==> config.mk <==
export PLATFORM = sky130hd
export DESIGN_NAME = pipe_mem_arbiter_flat
export DESIGN_NICKNAME = d
export VERILOG_FILES = /design/src/rtl/pipe_mem_arbiter_if.sv /design/src/rtl/pipe_mem_arbiter.sv /design/src/flat_wrapper.sv
export SDC_FILE = /design/constraint.sdc
export NUM_CORES = 1
export LEC_CHECK = 0
export CORE_MARGIN = 10
export CORE_UTILIZATION = 48
export DETAILED_ROUTE_END_ITERATION = 6
export PLACE_DENSITY = 0.95
export SLEW_MARGIN = 20
export SYNTH_ARGS = -nofsm -noshare
export SYNTH_HDL_FRONTEND = slang
export SYNTH_SLANG_ARGS = --single-unit
==> constraint.sdc <==
create_clock -name CLK -period 3.25 [get_ports CLK]
set_input_delay 0.65 -clock CLK [delete_from_list [all_inputs] [get_ports CLK]]
set_output_delay 0.65 -clock CLK [all_outputs]
set_load 0.01 [all_outputs]
==> src/rtl/pipe_mem_arbiter_if.sv <==
// Bundle of the fetch port, data port, memory macro port and stall outputs of the
// unified-memory arbiter.
interface pipe_mem_arbiter_if #(
  parameter int unsigned ADDR_W = 32,
  parameter int unsigned DATA_W = 32
);
  logic              if_req;
  logic [ADDR_W-1:0] if_addr;
  logic [DATA_W-1:0] if_rdata;
  logic              if_ack;
  logic              dm_req;
  logic              dm_we;
  logic [ADDR_W-1:0] dm_addr;
  logic [DATA_W-1:0] dm_wdata;
  logic [DATA_W-1:0] dm_rdata;
  logic              dm_ack;
  logic              mem_en;
  logic              mem_we;
  logic [ADDR_W-1:0] mem_addr;
  logic [DATA_W-1:0] mem_wdata;
  logic [DATA_W-1:0] mem_rdata;
  logic              stall_if;
  logic              stall_mem;

  // Arbiter side.
  modport slave (
    input  if_req, if_addr, dm_req, dm_we, dm_addr, dm_wdata, mem_rdata,
    output if_rdata, if_ack, dm_rdata, dm_ack, mem_en, mem_we, mem_addr, mem_wdata,
           stall_if, stall_mem
  );

  // Pipeline plus memory macro side.
  modport master (
    output if_req, if_addr, dm_req, dm_we, dm_addr, dm_wdata, mem_rdata,
    input  if_rdata, if_ack, dm_rdata, dm_ack, mem_en, mem_we, mem_addr, mem_wdata,
           stall_if, stall_mem
  );
endinterface

==> src/rtl/pipe_mem_arbiter.sv <==
// Shares one single-port memory between instruction fetch and the MEM stage:
// data-first arbitration with an anti-starvation override, fixed-latency sequencing.
module pipe_mem_arbiter #(
  parameter int unsigned ADDR_W     = 32,
  parameter int unsigned DATA_W     = 32,
  parameter int unsigned MEM_LAT    = 1,
  parameter int unsigned STARVE_MAX = 4
) (
  input  logic               CLK,
  input  logic               RST,
  pipe_mem_arbiter_if.slave  bus
);

  localparam int unsigned CNT_W = 2;
  localparam int unsigned STV_W = 4;

  typedef enum logic [1:0] {S_IDLE, S_ACCESS, S_RESP} state_e;
  typedef enum logic [1:0] {OWN_NONE, OWN_IF, OWN_DM} owner_e;

  state_e            state_q;
  owner_e            owner_q;
  logic [CNT_W-1:0]  lat_q;
  logic [STV_W-1:0]  starve_q;
  logic              op_we_q;
  logic              mem_en_q;
  logic              mem_we_q;
  logic [ADDR_W-1:0] mem_addr_q;
  logic [DATA_W-1:0] mem_wdata_q;
  logic              if_ack_q;
  logic              dm_ack_q;
  logic [DATA_W-1:0] if_rdata_q;
  logic [DATA_W-1:0] dm_rdata_q;

  logic starved_c;
  logic grant_dm_c;
  logic grant_if_c;

  // Grant decision, only meaningful in IDLE.
  always_comb begin
    grant_dm_c = 1'b0;
    grant_if_c = 1'b0;
    starved_c  = bus.if_req && (starve_q == STV_W'(STARVE_MAX));
    if (state_q == S_IDLE) begin
      if (bus.dm_req && !starved_c) begin
        grant_dm_c = 1'b1;
      end else if (bus.if_req) begin
        grant_if_c = 1'b1;
      end
    end
  end

  always_ff @(posedge CLK or negedge RST) begin
    if (!RST) begin
      state_q     <= S_IDLE;
      owner_q     <= OWN_NONE;
      lat_q       <= '0;
      starve_q    <= '0;
      op_we_q     <= 1'b0;
      mem_en_q    <= 1'b0;
      mem_we_q    <= 1'b0;
      mem_addr_q  <= '0;
      mem_wdata_q <= '0;
      if_ack_q    <= 1'b0;
      dm_ack_q    <= 1'b0;
      if_rdata_q  <= '0;
      dm_rdata_q  <= '0;
    end else begin
      // Strobes and acks are single-cycle pulses.
      mem_en_q <= 1'b0;
      mem_we_q <= 1'b0;
      if_ack_q <= 1'b0;
      dm_ack_q <= 1'b0;
      case (state_q)
        S_IDLE: begin
          if (grant_dm_c) begin
            mem_en_q    <= 1'b1;
            mem_we_q    <= bus.dm_we;
            mem_addr_q  <= bus.dm_addr;
            mem_wdata_q <= bus.dm_wdata;
            op_we_q     <= bus.dm_we;
            owner_q     <= OWN_DM;
            lat_q       <= CNT_W'(MEM_LAT - 1);
            state_q     <= S_ACCESS;
            if (bus.if_req && (starve_q != STV_W'(STARVE_MAX))) begin
              starve_q <= starve_q + STV_W'(1);
            end
          end else if (grant_if_c) begin
            mem_en_q   <= 1'b1;
            mem_we_q   <= 1'b0;
            mem_addr_q <= bus.if_addr;
            op_we_q    <= 1'b0;
            owner_q    <= OWN_IF;
            lat_q      <= CNT_W'(MEM_LAT - 1);
            starve_q   <= '0;
            state_q    <= S_ACCESS;
          end
        end
        S_ACCESS: begin
          if (lat_q == '0) begin
            state_q  <= S_RESP;
            if_ack_q <= (owner_q == OWN_IF);
            dm_ack_q <= (owner_q == OWN_DM);
          end else begin
            lat_q <= lat_q - CNT_W'(1);
          end
        end
        S_RESP: begin
          state_q <= S_IDLE;
          if (if_ack_q) begin
            if_rdata_q <= bus.mem_rdata;
          end
          if (dm_ack_q && !op_we_q) begin
            dm_rdata_q <= bus.mem_rdata;
          end
        end
        default: state_q <= S_IDLE;
      endcase
    end
  end

  // Read data bypasses its register in the ack cycle so the stage sees it immediately.
  assign bus.if_rdata  = if_ack_q ? bus.mem_rdata : if_rdata_q;
  assign bus.dm_rdata  = (dm_ack_q && !op_we_q) ? bus.mem_rdata : dm_rdata_q;
  assign bus.if_ack    = if_ack_q;
  assign bus.dm_ack    = dm_ack_q;
  assign bus.mem_en    = mem_en_q;
  assign bus.mem_we    = mem_we_q;
  assign bus.mem_addr  = mem_addr_q;
  assign bus.mem_wdata = mem_wdata_q;
  assign bus.stall_if  = bus.if_req & ~if_ack_q;
  assign bus.stall_mem = bus.dm_req & ~dm_ack_q;

endmodule
==> src/flat_wrapper.sv <==
// flat-port wrapper written by rule: the top's interface ports become plain ports
module pipe_mem_arbiter_flat 
#(
  parameter int unsigned ADDR_W     = 32,
  parameter int unsigned DATA_W     = 32,
  parameter int unsigned MEM_LAT    = 1,
  parameter int unsigned STARVE_MAX = 4
)
  (CLK, RST, bus_if_req, bus_if_addr, bus_dm_req, bus_dm_we, bus_dm_addr, bus_dm_wdata, bus_mem_rdata, bus_if_rdata, bus_if_ack, bus_dm_rdata, bus_dm_ack, bus_mem_en, bus_mem_we, bus_mem_addr, bus_mem_wdata, bus_stall_if, bus_stall_mem);
  pipe_mem_arbiter_if #(.ADDR_W(ADDR_W), .DATA_W(DATA_W)) bus_i ();
  input  logic CLK;
  input  logic RST;
  input wire logic [$bits(bus_i.if_req)-1:0] bus_if_req;
  input wire logic [$bits(bus_i.if_addr)-1:0] bus_if_addr;
  input wire logic [$bits(bus_i.dm_req)-1:0] bus_dm_req;
  input wire logic [$bits(bus_i.dm_we)-1:0] bus_dm_we;
  input wire logic [$bits(bus_i.dm_addr)-1:0] bus_dm_addr;
  input wire logic [$bits(bus_i.dm_wdata)-1:0] bus_dm_wdata;
  input wire logic [$bits(bus_i.mem_rdata)-1:0] bus_mem_rdata;
  output wire logic [$bits(bus_i.if_rdata)-1:0] bus_if_rdata;
  output wire logic [$bits(bus_i.if_ack)-1:0] bus_if_ack;
  output wire logic [$bits(bus_i.dm_rdata)-1:0] bus_dm_rdata;
  output wire logic [$bits(bus_i.dm_ack)-1:0] bus_dm_ack;
  output wire logic [$bits(bus_i.mem_en)-1:0] bus_mem_en;
  output wire logic [$bits(bus_i.mem_we)-1:0] bus_mem_we;
  output wire logic [$bits(bus_i.mem_addr)-1:0] bus_mem_addr;
  output wire logic [$bits(bus_i.mem_wdata)-1:0] bus_mem_wdata;
  output wire logic [$bits(bus_i.stall_if)-1:0] bus_stall_if;
  output wire logic [$bits(bus_i.stall_mem)-1:0] bus_stall_mem;
  assign bus_i.if_req = bus_if_req;
  assign bus_i.if_addr = bus_if_addr;
  assign bus_i.dm_req = bus_dm_req;
  assign bus_i.dm_we = bus_dm_we;
  assign bus_i.dm_addr = bus_dm_addr;
  assign bus_i.dm_wdata = bus_dm_wdata;
  assign bus_i.mem_rdata = bus_mem_rdata;
  assign bus_if_rdata = bus_i.if_rdata;
  assign bus_if_ack = bus_i.if_ack;
  assign bus_dm_rdata = bus_i.dm_rdata;
  assign bus_dm_ack = bus_i.dm_ack;
  assign bus_mem_en = bus_i.mem_en;
  assign bus_mem_we = bus_i.mem_we;
  assign bus_mem_addr = bus_i.mem_addr;
  assign bus_mem_wdata = bus_i.mem_wdata;
  assign bus_stall_if = bus_i.stall_if;
  assign bus_stall_mem = bus_i.stall_mem;
  pipe_mem_arbiter #(.ADDR_W(ADDR_W), .DATA_W(DATA_W), .MEM_LAT(MEM_LAT), .STARVE_MAX(STARVE_MAX)) u_core (.CLK(CLK), .RST(RST), .bus(bus_i));
endmodule
==> results of run 1 <==
==> worst max path at each step <==
stage / slack (ns) / to / cells past startpoint / from
floorplan: 1.13 / bus_stall_mem / 4 / bus_dm_req
global placement: 0.47 / u_core.bus.mem_wdata[10] / 4 / bus_if_req
detailed placement: 0.38 / u_core.bus.mem_wdata[10] / 4 / bus_if_req
CTS: 0.32 / bus_dm_rdata[21] / 4 / u_core.bus.dm_ack
global route: 0.25 / bus_dm_rdata[21] / 4 / u_core.bus.dm_ack
finish: 0.35 / bus_dm_rdata[25] / 4 / u_core.bus.dm_ack
==> worst reg2reg max path, delay by kind of cell, from the launching register on <==
kind | cells | cell delay, ns
multiplexers | 1 | 0.60
AND/OR/NAND/NOR | 2 | 0.77
flip-flops | 1 | 0.41
buffers and inverters | 1 | 0.06
adder cells (fa/ha/maj) | 1 | 0.25
==> cell usage in the layout, fill, tap and decap left out, drive strengths merged, types with 4 or more instances in the layout <==
cell	n
clkbuf	22
dfrtp	143
inv	39
mux2	161
a211oi	32
a221oi	32
buf	14
clkdlybuf4s50	264
o21ai	4
bufinv	6
nand3	4
nor2	35
==> through the flow <==
step | cell area, sq um | utilization | power [mW] | setup slack [ns]
6_report | 10500 | 0.724 | 10.3 | 0.348
4_1_cts | 10500 | 0.724 | 10.4 | 0.324
5_1_grt | 10500 | 0.724 | 10.8 | 0.253
3_5_place_dp | 9800 | 0.677 | 8.09 | 0.384
2_1_floorplan | 7050 | - | 5.62 | 1.13
3_3_place_gp | 9800 | 0.677 | 7.86 | 0.470
==> cell type report <==
cell class / instances / area, sq um / area share
tap: 184 / 230 / 0.0219
inverter: 39 / 146 / 0.0140
multi-input combinational: 298 / 3080 / 0.294
timing repair buffer: 278 / 2760 / 0.263
sequential: 143 / 3580 / 0.341
clock buffer: 22 / 484 / 0.0462
clock inverter: 10 / 205 / 0.0196
==> power by group <==
group | total [mW] | internal [mW] | switching [mW]
clock | 2.26 | 1.52 | 0.741
sequential | 3.07 | 2.61 | 0.466
combinational | 4.96 | 2.87 | 2.09
total | 10.3 | 7.00 | 3.29
==> metal layers <==
| layer | global-route usage | vias up |
|---|---|---|
| li1 | - | 2405 |
| met1 | 0.224 | 2609 |
| met2 | 0.346 | 199 |
| met3 | 0.0810 | 32 |
| met4 | 0.0728 | 2 |
| met5 | 0 | - |
==> kinds of logic after synthesis <==
family,after synthesis,share of synthesized area
flip-flops,143,0.507
buffers and inverters,81,0.0575
multiplexers,163,0.260
AO/OA/AOI/OAI,73,0.126
AND/OR/NAND/NOR,59,0.0438
adder cells (fa/ha/maj),3,0.00532
==> flip-flops by register name (all words and copies together) (netlist names), 2 cells and up <==
register,count
u_core.bus.mem_addr,32
u_core.bus.mem_wdata,32
u_core.dm_rdata_q,32
u_core.if_rdata_q,32
u_core.lat_q,2
u_core.owner_q,2
u_core.starve_q,4
u_core.state_q,2
==> out/metrics.cfg, run 1 <==
[die]
die-area_sq_um=19900
core_region_area_sq_um=14500
io_pins=267
start_util=0.487
die_h_microns=141
die_x_microns=141
rows=44

[placed_design]
gp_congestion=0.839
port_buffers=266
place_inst=942
dp_hpwl_microns=15200

[synth]
yosys_warnings=0
synth_top_cell_by_area=dfrtp_1
yosysMostFrequentCell=mux2_2
synthDistinctLibCells=39
synth_area_per_cell_sq_um=13.5
ys_ff_latch=143
synthFlopType=dfrtp_1
synth_edf_count=0
synth_top_area_share=0.507
synthCells=522
syn_area_sq_um=7050
yosys-top-cells-count=mux2_2, dfrtp_1, inv_1, nor2_1, a221oi_2
synth_area_leaders=dfrtp_1, mux2_2, a221oi_2
synthesis.nets=658
synth-seq-area-share=0.507
async_flop_share=1.00

[cells_and_area]
drive_gt1_frac=0.335
area_delta_synth_final_pct=48.7
n_fill_cell=934
fin_nets=913
final_cell_count_no_fill=974
antenna_cells=0

[power_and_ir_drop]
p_per_area_nw_per_um2=981
vdd_ir_drop_max_mv=0.462
p_leak_nw=4.45

[clocking]
cts_tree=yes
cts_buffers=17
cts.repair.resized=0
cts_hold_buf=0
htree_levels=4
clk-insertion-delay-late_ns=0.42
clkSlewWorstSetupHoldPaths_ns=0.06
clk_path_buf_depth=2
cts.sinks=143
cts_root_buffer=clkbuf_16
postCtsSetupRepairBufs=0

[drt]
vias_per_cell=5.39
drt_iter0_drc=223
drt-pass1-iter-count=5
vias=5247
wl_met2_microns=10500
dr.max_layer_used=met5
postRouteAntennaNets=0
drc=0
wl_met3_microns=1830
wl_met1_microns=7920
wirelength_microns=20700
wire_per_inst_microns=21.3

[global_route]
grt_max_degree=69
grt_pass1_vias=5898
grt-ovfl-total=0
grt_first_pass_wirelength_microns=32400
antenna_found_initial=1
grt.total_usage=0.203

[sta]
hold_viol_final=0
layout_worst_path_cycle_share=0.893
finalSetupViolCount=0
min_period_ns=2.90
clock.fmax_ghz=0.345
skew_ns=0.00676
fin_setup_tns_ns=0
worst_pin_slew_ns=0.951
finalMaxSlewViolations=0
slew_headroom=0.366
rsz0062_at_grt=false
holdWs_ns=0.237

[critical_path]
critical_path.max_fanout=33
cp-start-kind=flip-flop
rr_endpoint=u_core.bus.mem_wdata[25]
cp-end-kind=output pin
r2r_cells=5
cp_top_family=buffers and inverters
crit_buf_inv=2
path_class=reg2out
arrival_ns=2.25
crit_chain=nand2b_1 > buf_4 > mux2_2 > clkdlybuf4s50_1
cpMaxStageDelayCell=clkdlybuf4s50_1
worstPathRequired_ns=2.60
regToRegSetupSlack_ns=1.04
timing.rr.start=u_core.starve_q[0]
slowest_delay_ns=0.53

[job]
cap_violations=0

[min_path]
min_path_type=in2async

[status]
outcome=finished clean

(Power assumes the default switching activity.)
==> inputs of run 2 (changes only) <==
--- a/config.mk
+++ b/config.mk
@@ -6,8 +6,10 @@
 export NUM_CORES = 1
 export LEC_CHECK = 0
 export CORE_MARGIN = 10
-export CORE_UTILIZATION = 48
+export CORE_UTILIZATION = 49
+export CTS_BUF_LIST = sky130_fd_sc_hd__clkbuf_4
 export DETAILED_ROUTE_END_ITERATION = 6
+export GPL_ROUTABILITY_DRIVEN = 0
 export PLACE_DENSITY = 0.95
 export SLEW_MARGIN = 20
 export SYNTH_ARGS = -nofsm -noshare
==> run 2 against run 1 <==
Against the previous run: cell area down 3.5%; global-route usage up 0.41 points; clock-buffer cell count down 4; clock power down 47%; hold slack worse by 0.064 ns; routed wire length down 1.6%; clock skew up 0.013 ns; sequential share of layout area up 1.2 points; critical path type unchanged; maximum frequency down 4.7%; combinational power about the same; die area down 1.8%.
==> out/metrics.cfg, run 2 (synthesized netlist as in run 1, its figures left out) <==
[power_and_ir_drop]
combPwrFrac=0.539
p_switching_mw=3.19
intPower_mw=6.02
p_clk_frac=0.130
p_leak_nw=4.28
p_per_area_nw_per_um2=910
vdd_ir_drop_max_mv=0.456
swShare=0.346
pwr-share-seq=0.332

[die]
io_pins=267
rows=43
core_region_area_sq_um=14000
start_util=0.504
die-area_sq_um=19600
die_h_microns=140
die_x_microns=140

[cells_and_area]
final_cell_mix=clkdlybuf4s50_1, mux2_2, dfrtp_1
multi_input_area_sq_um=3090
postLayoutCoreUtil=0.723
final_common_cell=clkdlybuf4s50_1
drive_gt1_frac=0.339
area_delta_synth_final_pct=43.5
design_area_sq_um=10100
register_area_sq_um=3580
fin_nets=914
n_fill_cell=926
antenna_cells=0

[global_route]
grt_first_pass_wirelength_microns=32700
grt.total_usage=0.207
busiest_layer=met2
use_met1=0.236
grt.met3_usage=0.0808
grt_max_degree=88
antenna_found_initial=0
met2_usage=0.350
grt-ovfl-total=0
grt_pass1_vias=5871

[critical_path]
worstPathRequired_ns=2.60
slowest_delay_ns=0.51
timing.rr.start=u_core.starve_q[0]
critical_path.max_fanout=33
cpMaxStageDelayCell=clkdlybuf4s50_1
crit_path_end=bus_dm_rdata[25]
regToRegSetupSlack_ns=1.03
r2r_cells=5
crit_start=u_core.bus.dm_ack
rr_endpoint=u_core.bus.mem_wdata[27]
arrival_ns=2.40
crit_chain=nand2b_1 > buf_4 > mux2_2 > clkdlybuf4s50_1
path_class=reg2out
cp-end-kind=output pin
cp-start-kind=flip-flop

[clocking]
cts.sinks=143
clk_path_buf_depth=2
cts.repair.resized=0
htree_levels=4
cts_root_buffer=clkbuf_4
cts_buffers=17
clkSlewWorstSetupHoldPaths_ns=0.11
clk-insertion-delay-late_ns=0.55
cts_hold_buf=0
cts_tree=yes
postCtsSetupRepairBufs=0

[status]
outcome=finished clean

[sta]
rsz0062_at_grt=false
finalWorstSetupSlack_ns=0.203
min_period_ns=3.05
clock.fmax_ghz=0.328
skew_ns=0.0196
layout_worst_path_cycle_share=0.937
slew_headroom=0.350
worst_pin_slew_ns=0.974
finalSetupViolCount=0
hold_viol_final=0
fin_setup_tns_ns=0
finalMaxSlewViolations=0

[drt]
wire_per_inst_microns=21.0
vias_per_cell=5.38
postRouteAntennaNets=0
wirelength_microns=20400
drt_iter0_drc=166
vias=5221
drc=0
drt-pass1-iter-count=4

[min_path]
min_path_type=in2async

[placed_design]
port_buffers=266
dpl-instance-area_sq_um=9820
dp_hpwl_microns=15300
place_ws_ns=0.417

[job]
cap_violations=0

run 2: cell count changes in the layout (fill, tap and decap cells not counted), sizes merged:
cell / change
bufinv: -3
buf: +1
clkinv: +5
inv: +1
clkbuf: -4
clkinvlp: +1
run 2: critical path: cells and delay by family (launching register included):
| family | cells | cell delay, ns |
|---|---|---|
| flip-flops | 1 | 0.43 |
| AND/OR/NAND/NOR | 1 | 0.08 |
| buffers and inverters | 2 | 0.92 |
| multiplexers | 1 | 0.40 |
run 2: per-stage QoR:
| stage | hold WS, ns | cells | power [mW] |
|---|---|---|---|
| after global routing | 0.175 | 971 | 9.79 |
| after CTS | 0.147 | 971 | 9.33 |
| after global placement | 0.441 | 939 | 7.89 |
| after floorplan | 0.354 | 522 | 5.62 |
| after detailed placement | 0.448 | 939 | 8.11 |
| final | 0.173 | 971 | 9.21 |
run 2: power by group through the flow:
stage	sequential [mW]	combinational, mW	clock [mW]
after floorplan	3.17	2.45	0
after detailed placement	3.09	5.02	0
after global placement	3.01	4.88	0
after CTS	3.05	5.04	1.24
after global routing	3.15	5.33	1.31
final	3.05	4.96	1.20
run 2: layout make-up:
class	count	share of cell area
timing repair buffer	279	0.275
inverter	39	0.0145
multi-input combinational	298	0.305
clock buffer	18	0.0134
clock inverter	14	0.0166
sequential	143	0.354
tap	180	0.0223
run 2: metal layers:
| metal | share of wire | routed length (microns) | vias up |
|---|---|---|---|
| li1 | - | - | 2397 |
| met3 | 0.081 | 1650 | 32 |
| met1 | 0.39 | 7950 | 2594 |
| met4 | 0.021 | 432 | 0 |
| met5 | 0 | 0 | - |
| met2 | 0.51 | 10300 | 198 |
run 2: worst min path at each step:
stage                                  from                       to  slack (ns)
after global placement    u_core.owner_q[1]        u_core.bus.if_ack        0.44
final                                   RST     u_core.dm_rdata_q[4]        0.17
after detailed placement  u_core.owner_q[1]        u_core.bus.if_ack        0.45
after floorplan                         RST        u_core.bus.dm_ack        0.35
after global routing                    RST    u_core.dm_rdata_q[10]        0.17
after CTS                               RST  u_core.bus.mem_addr[21]        0.15
==> inputs of run 3 (changes only) <==
--- a/config.mk
+++ b/config.mk
@@ -8,6 +8,7 @@
 export CORE_MARGIN = 10
 export CORE_UTILIZATION = 49
 export CTS_BUF_LIST = sky130_fd_sc_hd__clkbuf_4
+export CTS_CLUSTER_SIZE = 10
 export DETAILED_ROUTE_END_ITERATION = 6
 export GPL_ROUTABILITY_DRIVEN = 0
 export PLACE_DENSITY = 0.95
==> results of run 3 <==
Final layout, timing and power as in run 2 (identical DEF).
